--- src/rtl/uart_pkg.sv ---
// Shared types and helpers for the UART receiver with receive FIFO.
// The PARITY state exists only when UART_RX_PARITY_EN is defined.
package uart_pkg;

  localparam int DEFAULT_BIT_PERIOD = 1250;

  typedef enum logic [2:0] {
    ST_IDLE   = 3'd0,
    ST_START  = 3'd1,
    ST_DATA   = 3'd2,
`ifdef UART_RX_PARITY_EN
    ST_PARITY = 3'd3,
`endif
    ST_STOP   = 3'd4,
    ST_BREAK  = 3'd5
  } rx_state_e;

  // Expected parity bit: XOR of the data, inverted for odd parity.
  function automatic logic calc_parity(input logic [7:0] data, input logic odd);
    return (^data) ^ odd;
  endfunction

endpackage

--- src/rtl/sync_fifo.sv ---
// Power-of-two synchronous FIFO with first-word fall-through read.
// Storage is deliberately left unreset; only pointers and count are cleared.
module sync_fifo #(
  parameter int DATA_BITS  = 8,
  parameter int FIFO_DEPTH = 16
) (
  input  logic                          clk,
  input  logic                          rst_n,
  input  logic                          push,
  input  logic [DATA_BITS-1:0]          push_data,
  input  logic                          pop,
  output logic [DATA_BITS-1:0]          pop_data,
  output logic                          empty,
  output logic                          full,
  output logic [$clog2(FIFO_DEPTH):0]   count
);

  localparam int AW = $clog2(FIFO_DEPTH);
  localparam int CW = AW + 1;
  localparam logic [CW-1:0] FULL_C = CW'(FIFO_DEPTH);

  logic [DATA_BITS-1:0] mem_r [FIFO_DEPTH];
  logic [AW-1:0]        wr_ptr_r;
  logic [AW-1:0]        rd_ptr_r;
  logic [CW-1:0]        count_r;
  logic                 do_push_s;
  logic                 do_pop_s;

  // A push into a full FIFO is accepted only when a pop frees a slot on the same edge.
  always_comb begin
    do_pop_s  = pop && (count_r != {CW{1'b0}});
    do_push_s = push && ((count_r != FULL_C) || do_pop_s);
  end

  // Entry storage.
  always_ff @(posedge clk) begin
    if (do_push_s) begin
      mem_r[wr_ptr_r] <= push_data;
    end
  end

  // Pointers wrap naturally because the depth is a power of two.
  always_ff @(posedge clk or negedge rst_n) begin
    if (!rst_n) begin
      wr_ptr_r <= {AW{1'b0}};
      rd_ptr_r <= {AW{1'b0}};
      count_r  <= {CW{1'b0}};
    end else begin
      if (do_push_s) begin
        wr_ptr_r <= wr_ptr_r + AW'(1);
      end
      if (do_pop_s) begin
        rd_ptr_r <= rd_ptr_r + AW'(1);
      end
      case ({do_push_s, do_pop_s})
        2'b10:   count_r <= count_r + CW'(1);
        2'b01:   count_r <= count_r - CW'(1);
        default: count_r <= count_r;
      endcase
    end
  end

  assign pop_data = mem_r[rd_ptr_r];
  assign empty    = (count_r == {CW{1'b0}});
  assign full     = (count_r == FULL_C);
  assign count    = count_r;

endmodule

--- src/rtl/uart_rx_fifo.sv ---
// UART receiver with false-start rejection, framing/overrun detection and a receive FIFO.
// Optional parity checking is compiled in with the UART_RX_PARITY_EN macro.
module uart_rx_fifo
  import uart_pkg::*;
#(
  parameter int BIT_PERIOD = DEFAULT_BIT_PERIOD,
  parameter int DATA_BITS  = 8,
  parameter int FIFO_DEPTH = 16,
  parameter int PARITY_ODD = 0
) (
  input  logic                          clk,
  input  logic                          rst_n,
  input  logic                          rx_pin,
  input  logic                          rd_en,
  output logic [DATA_BITS-1:0]          rd_data,
  output logic                          empty,
  output logic                          full,
  output logic [$clog2(FIFO_DEPTH):0]   count,
  input  logic                          clr_err,
  output logic                          frame_err,
  output logic                          overrun,
  output logic                          parity_err
);

  localparam int TW = $clog2(BIT_PERIOD);
  localparam logic [TW-1:0] FULL_T   = TW'(BIT_PERIOD - 1);
  localparam logic [TW-1:0] HALF_T   = TW'(BIT_PERIOD / 2 - 2);
  localparam logic [3:0]    LAST_BIT = 4'(DATA_BITS - 1);

  if (BIT_PERIOD < 4 || DATA_BITS < 5 || DATA_BITS > 8 || FIFO_DEPTH < 2 ||
      (FIFO_DEPTH & (FIFO_DEPTH - 1)) != 0 || PARITY_ODD < 0 || PARITY_ODD > 1) begin : g_bad_params
    $error("uart_rx_fifo: illegal parameter set");
  end

  logic                 sync1_r;
  logic                 rxs_r;
  rx_state_e            state_r;
  logic [TW-1:0]        timer_r;
  logic [3:0]           bit_cnt_r;
  logic [DATA_BITS-1:0] shift_r;
  logic                 push_r;
  logic                 frame_err_r;
  logic                 overrun_r;
  logic                 bit_tick_s;
  logic                 half_tick_s;
  logic                 frame_set_s;
  logic                 overrun_set_s;
`ifdef UART_RX_PARITY_EN
  logic                 par_bad_r;
  logic                 parity_err_r;
  logic                 parity_set_s;
`endif

  // Two-flop synchroniser; idles high so reset never looks like a start bit.
  always_ff @(posedge clk or negedge rst_n) begin
    if (!rst_n) begin
      sync1_r <= 1'b1;
      rxs_r   <= 1'b1;
    end else begin
      sync1_r <= rx_pin;
      rxs_r   <= sync1_r;
    end
  end

  // Sample strobes and error-set events.
  always_comb begin
    bit_tick_s    = (timer_r == FULL_T);
    half_tick_s   = (timer_r == HALF_T);
    frame_set_s   = (state_r == ST_STOP) && bit_tick_s && !rxs_r;
    overrun_set_s = push_r && full && !rd_en;
`ifdef UART_RX_PARITY_EN
    parity_set_s  = (state_r == ST_STOP) && bit_tick_s && rxs_r && par_bad_r;
`endif
  end

  // Receive FSM; the timer restarts at every sample so samples sit one bit period apart.
  always_ff @(posedge clk or negedge rst_n) begin
    if (!rst_n) begin
      state_r   <= ST_IDLE;
      timer_r   <= {TW{1'b0}};
      bit_cnt_r <= 4'd0;
      shift_r   <= {DATA_BITS{1'b0}};
      push_r    <= 1'b0;
`ifdef UART_RX_PARITY_EN
      par_bad_r <= 1'b0;
`endif
    end else begin
      push_r  <= 1'b0;
      timer_r <= timer_r + TW'(1);
      case (state_r)
        ST_IDLE: begin
          timer_r <= {TW{1'b0}};
          if (!rxs_r) begin
            bit_cnt_r <= 4'd0;
            state_r   <= ST_START;
          end
        end
        ST_START: begin
          if (half_tick_s) begin
            timer_r <= {TW{1'b0}};
            state_r <= rxs_r ? ST_IDLE : ST_DATA;
          end
        end
        ST_DATA: begin
          if (bit_tick_s) begin
            timer_r   <= {TW{1'b0}};
            shift_r   <= {rxs_r, shift_r[DATA_BITS-1:1]};
            bit_cnt_r <= bit_cnt_r + 4'd1;
            if (bit_cnt_r == LAST_BIT) begin
`ifdef UART_RX_PARITY_EN
              state_r <= ST_PARITY;
`else
              state_r <= ST_STOP;
`endif
            end
          end
        end
`ifdef UART_RX_PARITY_EN
        ST_PARITY: begin
          if (bit_tick_s) begin
            timer_r   <= {TW{1'b0}};
            par_bad_r <= (rxs_r != calc_parity(8'(shift_r), 1'(PARITY_ODD)));
            state_r   <= ST_STOP;
          end
        end
`endif
        ST_STOP: begin
          if (bit_tick_s) begin
            timer_r <= {TW{1'b0}};
            if (!rxs_r) begin
              state_r <= ST_BREAK;
            end else begin
              state_r <= ST_IDLE;
`ifdef UART_RX_PARITY_EN
              push_r  <= !par_bad_r;
`else
              push_r  <= 1'b1;
`endif
            end
          end
        end
        ST_BREAK: begin
          if (rxs_r) begin
            state_r <= ST_IDLE;
          end
        end
        default: state_r <= ST_IDLE;
      endcase
    end
  end

  // Sticky error flags; a set event beats a simultaneous clear.
  always_ff @(posedge clk or negedge rst_n) begin
    if (!rst_n) begin
      frame_err_r  <= 1'b0;
      overrun_r    <= 1'b0;
`ifdef UART_RX_PARITY_EN
      parity_err_r <= 1'b0;
`endif
    end else begin
      if (frame_set_s)        frame_err_r <= 1'b1;
      else if (clr_err)       frame_err_r <= 1'b0;
      else                    frame_err_r <= frame_err_r;
      if (overrun_set_s)      overrun_r   <= 1'b1;
      else if (clr_err)       overrun_r   <= 1'b0;
      else                    overrun_r   <= overrun_r;
`ifdef UART_RX_PARITY_EN
      if (parity_set_s)       parity_err_r <= 1'b1;
      else if (clr_err)       parity_err_r <= 1'b0;
      else                    parity_err_r <= parity_err_r;
`endif
    end
  end

  assign frame_err = frame_err_r;
  assign overrun   = overrun_r;
`ifdef UART_RX_PARITY_EN
  assign parity_err = parity_err_r;
`else
  assign parity_err = 1'b0;
`endif

  sync_fifo #(
    .DATA_BITS  (DATA_BITS),
    .FIFO_DEPTH (FIFO_DEPTH)
  ) u_fifo (
    .clk       (clk),
    .rst_n     (rst_n),
    .push      (push_r),
    .push_data (shift_r),
    .pop       (rd_en),
    .pop_data  (rd_data),
    .empty     (empty),
    .full      (full),
    .count     (count)
  );

endmodule

--- config.mk ---
export PLATFORM = sky130hd
export DESIGN_NAME = uart_rx_fifo
export DESIGN_NICKNAME = d
export VERILOG_FILES = /design/src/rtl/uart_pkg.sv /design/src/rtl/sync_fifo.sv /design/src/rtl/uart_rx_fifo.sv
export SDC_FILE = /design/constraint.sdc
export NUM_CORES = 1
export LEC_CHECK = 0
export ABC_AREA = 1
export CORE_ASPECT_RATIO = 1.25
export CORE_MARGIN = 4
export CORE_UTILIZATION = 56
export DETAILED_ROUTE_END_ITERATION = 7
export GPL_ROUTABILITY_DRIVEN = 0
export PLACE_DENSITY = 0.82
export SLEW_MARGIN = 30
export SYNTH_ARGS = -nofsm -noshare
export SYNTH_HDL_FRONTEND = slang
export SYNTH_HIERARCHICAL = 1
export SYNTH_SLANG_ARGS = --single-unit
--- constraint.sdc ---
create_clock -name clk -period 2 [get_ports clk]
set_input_delay 0.4 -clock clk [delete_from_list [all_inputs] [get_ports clk]]
set_output_delay 0.4 -clock clk [all_outputs]
set_load 0.005 [all_outputs]
Yosys cells after proc, flatten, opt, wreduce, memory -nomap -nowiden --
Memories as Yosys holds them, arrays and structs flattened. Cells that the tools add are included. W data, S select, Z words.
Cells by class: eq/ne operators 17, reductions and logical operators 20, $add $sub $neg 6, muxes and demuxes 24
Operators with widths (count):
- $pmux W11 S3 | 1
- $mux W11 | 2
- $mux W3 | 7
- $pmux W3 S5 | 1
- $add A4 B1 Y4 const B | 3
- $ne A2 B2 Y1 const B | 6
- $add A11 B1 Y11 const B | 1
- $eq A11 B10 Y1 const B | 1
- $eq A11 B11 Y1 const B | 1
- $pmux W5 S2 | 1
- $mux W1 | 8
- $mux W4 | 2
- $pmux W4 S2 | 1
- $reduce_bool A2 Y1 | 4
- $eq A3 B3 Y1 const B | 2
- $logic_and A1 B1 Y1 | 6
- $reduce_and A6 Y1 | 1
- $add A5 B1 Y5 const B | 1
- $eq A5 B5 Y1 const B | 1
- $logic_not A5 Y1 | 1
- $ne A5 B5 Y1 const B | 1
- $reduce_bool A5 Y1 | 1
- $sub A5 B1 Y5 const B | 1
- $eq A4 B3 Y1 const B | 1
- other kinds (11) | 12
Storage, ports and cells: register bits after elaboration 44, RAM bits 128, bits of input ports 5, memories 1
Memory list:
- u_fifo.mem_r | depth 16, bits a word 8, rd ports 1, clocked after memory_dff 0, write ports 1, line sync_fifo.sv:22 | logic [DATA_BITS-1:0] mem_r [FIFO_DEPTH];

Depth between registers and ports, before layout --
word-level depth 6, mapped depth 15, depth with buffers taken out 15

Hierarchy --
The synthesis kept the hierarchy.
Modules (own cells, without submodules):
- sync_fifo | area each 6396.1 µm², cells each 632, instances 1
- uart_rx_fifo | area each 1640.3 µm², cells each 194, instances 1

Least setup slack after synthesis --
OpenSTA, ideal clock, no wires.
path kind register to register, start point register u_fifo.count_r[3], in the netlist u_fifo/count[3], end point register u_fifo.count_r[4], in the netlist u_fifo/count[4], arrival time 2060 ps, library setup time 117 ps, clock period less this slack 2176 ps, setup slack -176 ps, stages on the path, launching flop included 16, cells stage by stage dfrtp_1 nor2_2 nand4_2 nand2_1 buf_2 ha_1 inv_1 fa_1 inv_1 nand2_1 nand2_1 nand2_1 nand2_1 nand2_1 nand2_1 nand2_1
Between the ends: word-level cells in the longest chain between the ends 6, elaborated cells on any way between the ends 11, classes of those cells add/sub: 2; eq/ne: 3; mux: 1; reduce/logical: 5
RTL lines:
- start, declared | line sync_fifo.sv:25 | logic [CW-1:0] count_r;
- start signal, assigned | line sync_fifo.sv:47 | count_r <= {CW{1'b0}};
- start signal, assigned | line sync_fifo.sv:56 | 2'b10: count_r <= count_r + CW'(1);
- start signal, assigned | line sync_fifo.sv:57 | 2'b01: count_r <= count_r - CW'(1);
- $reduce_bool A5 Y1 | line sync_fifo.sv:31 | do_pop_s = pop && (count_r != {CW{1'b0}});
- $logic_and A1 B1 Y1 | line sync_fifo.sv:31
- $logic_or A1 B1 Y1 | line sync_fifo.sv:32 | do_push_s = push && ((count_r != FULL_C) || do_pop_s);
- $logic_and A1 B1 Y1 | line sync_fifo.sv:32
- $eq A2 B1 Y1 / $eq A2 B2 Y1 (equally long branches) | line sync_fifo.sv:55 | case ({do_push_s, do_pop_s})
- $pmux W5 S2 / $reduce_bool A2 Y1 (equally long branches)
Parallel ways exist; a longest one is shown, timed or not. A chain may end at the register's enable or synchronous reset.

Worst setup path after layout --
start point register u_fifo.rd_ptr_r[0], end point output port rd_data[6]
Between the ends: word-level cells in the longest chain between the ends 1
RTL lines:
- start, declared | line sync_fifo.sv:24 | logic [AW-1:0] rd_ptr_r;
- start signal, assigned | line sync_fifo.sv:46 | rd_ptr_r <= {AW{1'b0}};
- start signal, assigned | line sync_fifo.sv:53 | rd_ptr_r <= rd_ptr_r + AW'(1);
- $mem_v2 Z16 W8
- end, declared | line uart_rx_fifo.sv:15 | output logic [DATA_BITS-1:0] rd_data,
Every way passes these cells.

==> summary.txt <==
Routing
  – Vias per Instance: 5.70
  – DRC viols: 0
  – Post-DRT Antenna Nets: 0
  – 1st-iter DRT viols: ~650
  – Final WL: roughly 21000 um
  – Via count: 6302
  – Post-DR wirelength/cell: around 19 um
  – First-pass DRT Iterations: 6

Finish
  – Layout cell share with drive strength beyond 1: between 20% and 30%
  – Area growth syn-to-layout: 26.1%
  – Number of diodes: 0
  – NumNets Final: 936
  – Finished layout cell area: a little over 10000 sq um

Yosys
  – Register area share after synthesis: 61.6%
  – Syn avg cell area: about 9.7 sq um
  – FF+latch count, synth: roughly 170
  – Syn Inst Count: 826
  – Warnings, synthesis: 6
  – Post-Synthesis Cell Area: approximately 8000 sq um
  – Top cell type's share of synthesized area: a little under half
  – Unique cell type count in the Yosys netlist: 39
  – Syn nets: ~840
  – Post-synth top area cell: edfxtp_1
  – Top cells by area, synth: edfxtp_1 (48%), nand2_1 (14%), dfrtp_1 (13%)

CTS
  – Root buf cell: clkbuf_16
  – Clock buffer count from CTS: 17
  – Clk_lat worst skew: ~430 ps
  – Max Root-Sink Buffers: 2
  – CTS tree: done
  – Clock slew at reported path FFs: 60 ps
  – H-tree depth: 4
  – Num Clock Sinks: roughly 170

Placed design
  – Placed Area: 8670 sq um
  – Buffers added on ports: 21
  – DP Worst Slack: -242 ps
  – Half-perimeter wire length after placement: ~11000 um

Run status
  – Status: finished, violations left
  – Failing checks: negative setup slack

Timing
  – Final setup margin: -369 ps
  – Relative slew slack: 47.2%
  – Min Tclk post-route: 2370 ps
  – Final Skew: 10.6 ps
  – Tcrit/Tclk final: 118%
  – Max Fclk: between 400 and 500 MHz
  – Setup violators final: 8
  – RSZ-0062 raised after global routing: true
  – Endpoints failing hold: 0
  – Final Max Tran Viols: 0
  – Worst-margin pin slew: between 700 and 800 ps

Floorplan
  – Die Height: 142 um
  – Die span in x: between 100 and 150 um
  – Starting Density: 57.7%
  – Floorplan row count: 48
  – Die area: 16300 sq um
  – Area of the core: ~14000 sq um
  – IO Pins: 23

Job
  – Max cap viols: 0

Worst setup path
  – Worst EP arrival: slightly below 2000 ps
  – Crit Path Class: flop to output pin
  – Element type at the critical path end: output pin
  – Reg2Reg Depth: 15
  – CP Max Fanout: 8
  – Startpoint Class: flop
  – Worst Path Required: 1600 ps

Global route
  – Initial antenna violation count: 0
  – M3 GR Usage: about 4.5%
  – GR Util met1: between 30% and 40%
  – First-pass GRT wire length: around 33000 um
  – Total global-route track usage: a little over a quarter
  – Grt total ovfl: 0
  – Vias in the first global route: 6465
  – GR Util met2: 46.6%
  – Largest net degree at the start of global routing: 21
  – Most used routing layer: met2

Power and ir drop
  – Worst vdd ir: between 400 and 500 uV
  – Pwr per Cell Area: roughly 700 nW/um^2
  – Leak Pwr: between 4 and 5 nW
  – Final Power: a little under 0.007 W

Worst hold path
  – Hold Path Cell Cnt: 0
  – Hold Crit Class: flop to flop
==> flip-flops by register name, summed over array words and instances (netlist names) <==
name / cells
bit_cnt_r: 4
frame_err: 1
overrun: 1
push_r: 1
rxs_r: 1
shift_r: 8
state_r: 3
sync1_r: 1
timer_r: 11
u_fifo/count: 5
u_fifo/mem_r: 128
u_fifo/rd_ptr_r: 4
u_fifo/wr_ptr_r: 4
==> worst max-delay path, stage by stage, from the launching register on <==
cell	delay, ps
dfrtp_2	460
buf_12	160
buf_8	130
buf_12	130
buf_6	120
nand2_4	70
nand2_4	50
nand2_2	70
nand3_2	80
nand2_2	80
nand2_2	50
buf_2	120
==> cell type report <==
class	count	area (sq um)
Sequential cell	172	4950
Fill cell	892	3800
Multi-Input combinational cell	530	2880
Timing Repair Buffer	100	1130
Clock buffer	18	429
Inverter	97	404
Tap cell	175	219
Clock inverter	14	121
==> stage by stage <==
stage | cells | util [%] | hold slack, ps | TNS (ps)
6_report | 1106 | 72.8 | 356 | -2510
5_1_grt | 1106 | 72.8 | 365 | -2970
3_3_place_gp | 1038 | 62.3 | 340 | -1510
3_5_place_dp | 1038 | 62.3 | 343 | -4750
2_1_floorplan | 826 | - | 104 | -2.45
4_1_cts | 1101 | 71.6 | 356 | -1980
==> report_power, final <==
group | switching [W] | internal, W | leakage (nW) | total (W)
registers | 0.00000211 | 0.00380 | 2.07 | 0.00380
logic | 0.0000230 | 0.0000116 | 2.17 | 0.0000347
clock network | 0.00140 | 0.00171 | 0.258 | 0.00311
==> cells by family after synthesis <==
group | share of synthesized area, %
and+or+nand+nor | 27.2
AOI/OAI and AO/OA | 0.763
adders and majority gates | 2.12
other | 0.0467
DFF | 61.6
buffers and inverters | 7.02
xor gates and xnor gates | 1.31
==> Yosys cell counts, drive strengths merged <==
cell	instances
ha	12
fa	1
o22ai	2
nor3	18
clkbuf	3
nor2	78
edfxtp	128
inv	96
clkinv	1
xnor2	4
nand4	13
buf	24
o21ai	9
nor3b	1
nand3	72
nand3b	1
conb	1
dfrtp	42
xor2	8
nand2	309
dfstp	2
or2	1
==> final timing paths <==
path	start	end	slack, ps
max	u_fifo/rd_ptr_r[0]	rd_data[6]	-370
min	sync1_r	rxs_r	360
max reg2reg	u_fifo/count[2]	u_fifo/count[4]	80
min reg2reg	sync1_r	rxs_r	360
max in group asynchronous	rst_n	u_fifo/rd_ptr_r[0]	1020
min in group asynchronous	rst_n	u_fifo/count[4]	420
==> routing by layer <==
layer	share of wire, %	up-vias	wire, um
li1	-	2844	-
met3	7.1	104	1500
met4	5.6	0	1190
met2	52	337	10900
met1	36	3017	7460
met5	0	-	0
==> repair_timing <==
item | CTS | global route
setup endpoints to repair | 10 | 9
pin swaps | 50 | 32
buffers inserted | 20 | 7
gates resized for setup | 126 | 36
cloned | 10 | 0
hold endpoints to repair | 13 | 0
hold buffers | 1 | 0
==> layout by cell type (no fill, tap or decap), types with 12 or more instances in the layout <==
cell type	instances
nand2_1	269
edfxtp_1	128
inv_1	67
buf_4	50
nand3_1	41
dfrtp_1	41
nand2_2	34
nor2_2	33
nor2_1	30
nand3_2	30
inv_2	23
nor3_1	17
clkbuf_16	17
nor2_4	14
buf_12	13
nand4_1	12
Power figures use the tool's default switching activity.
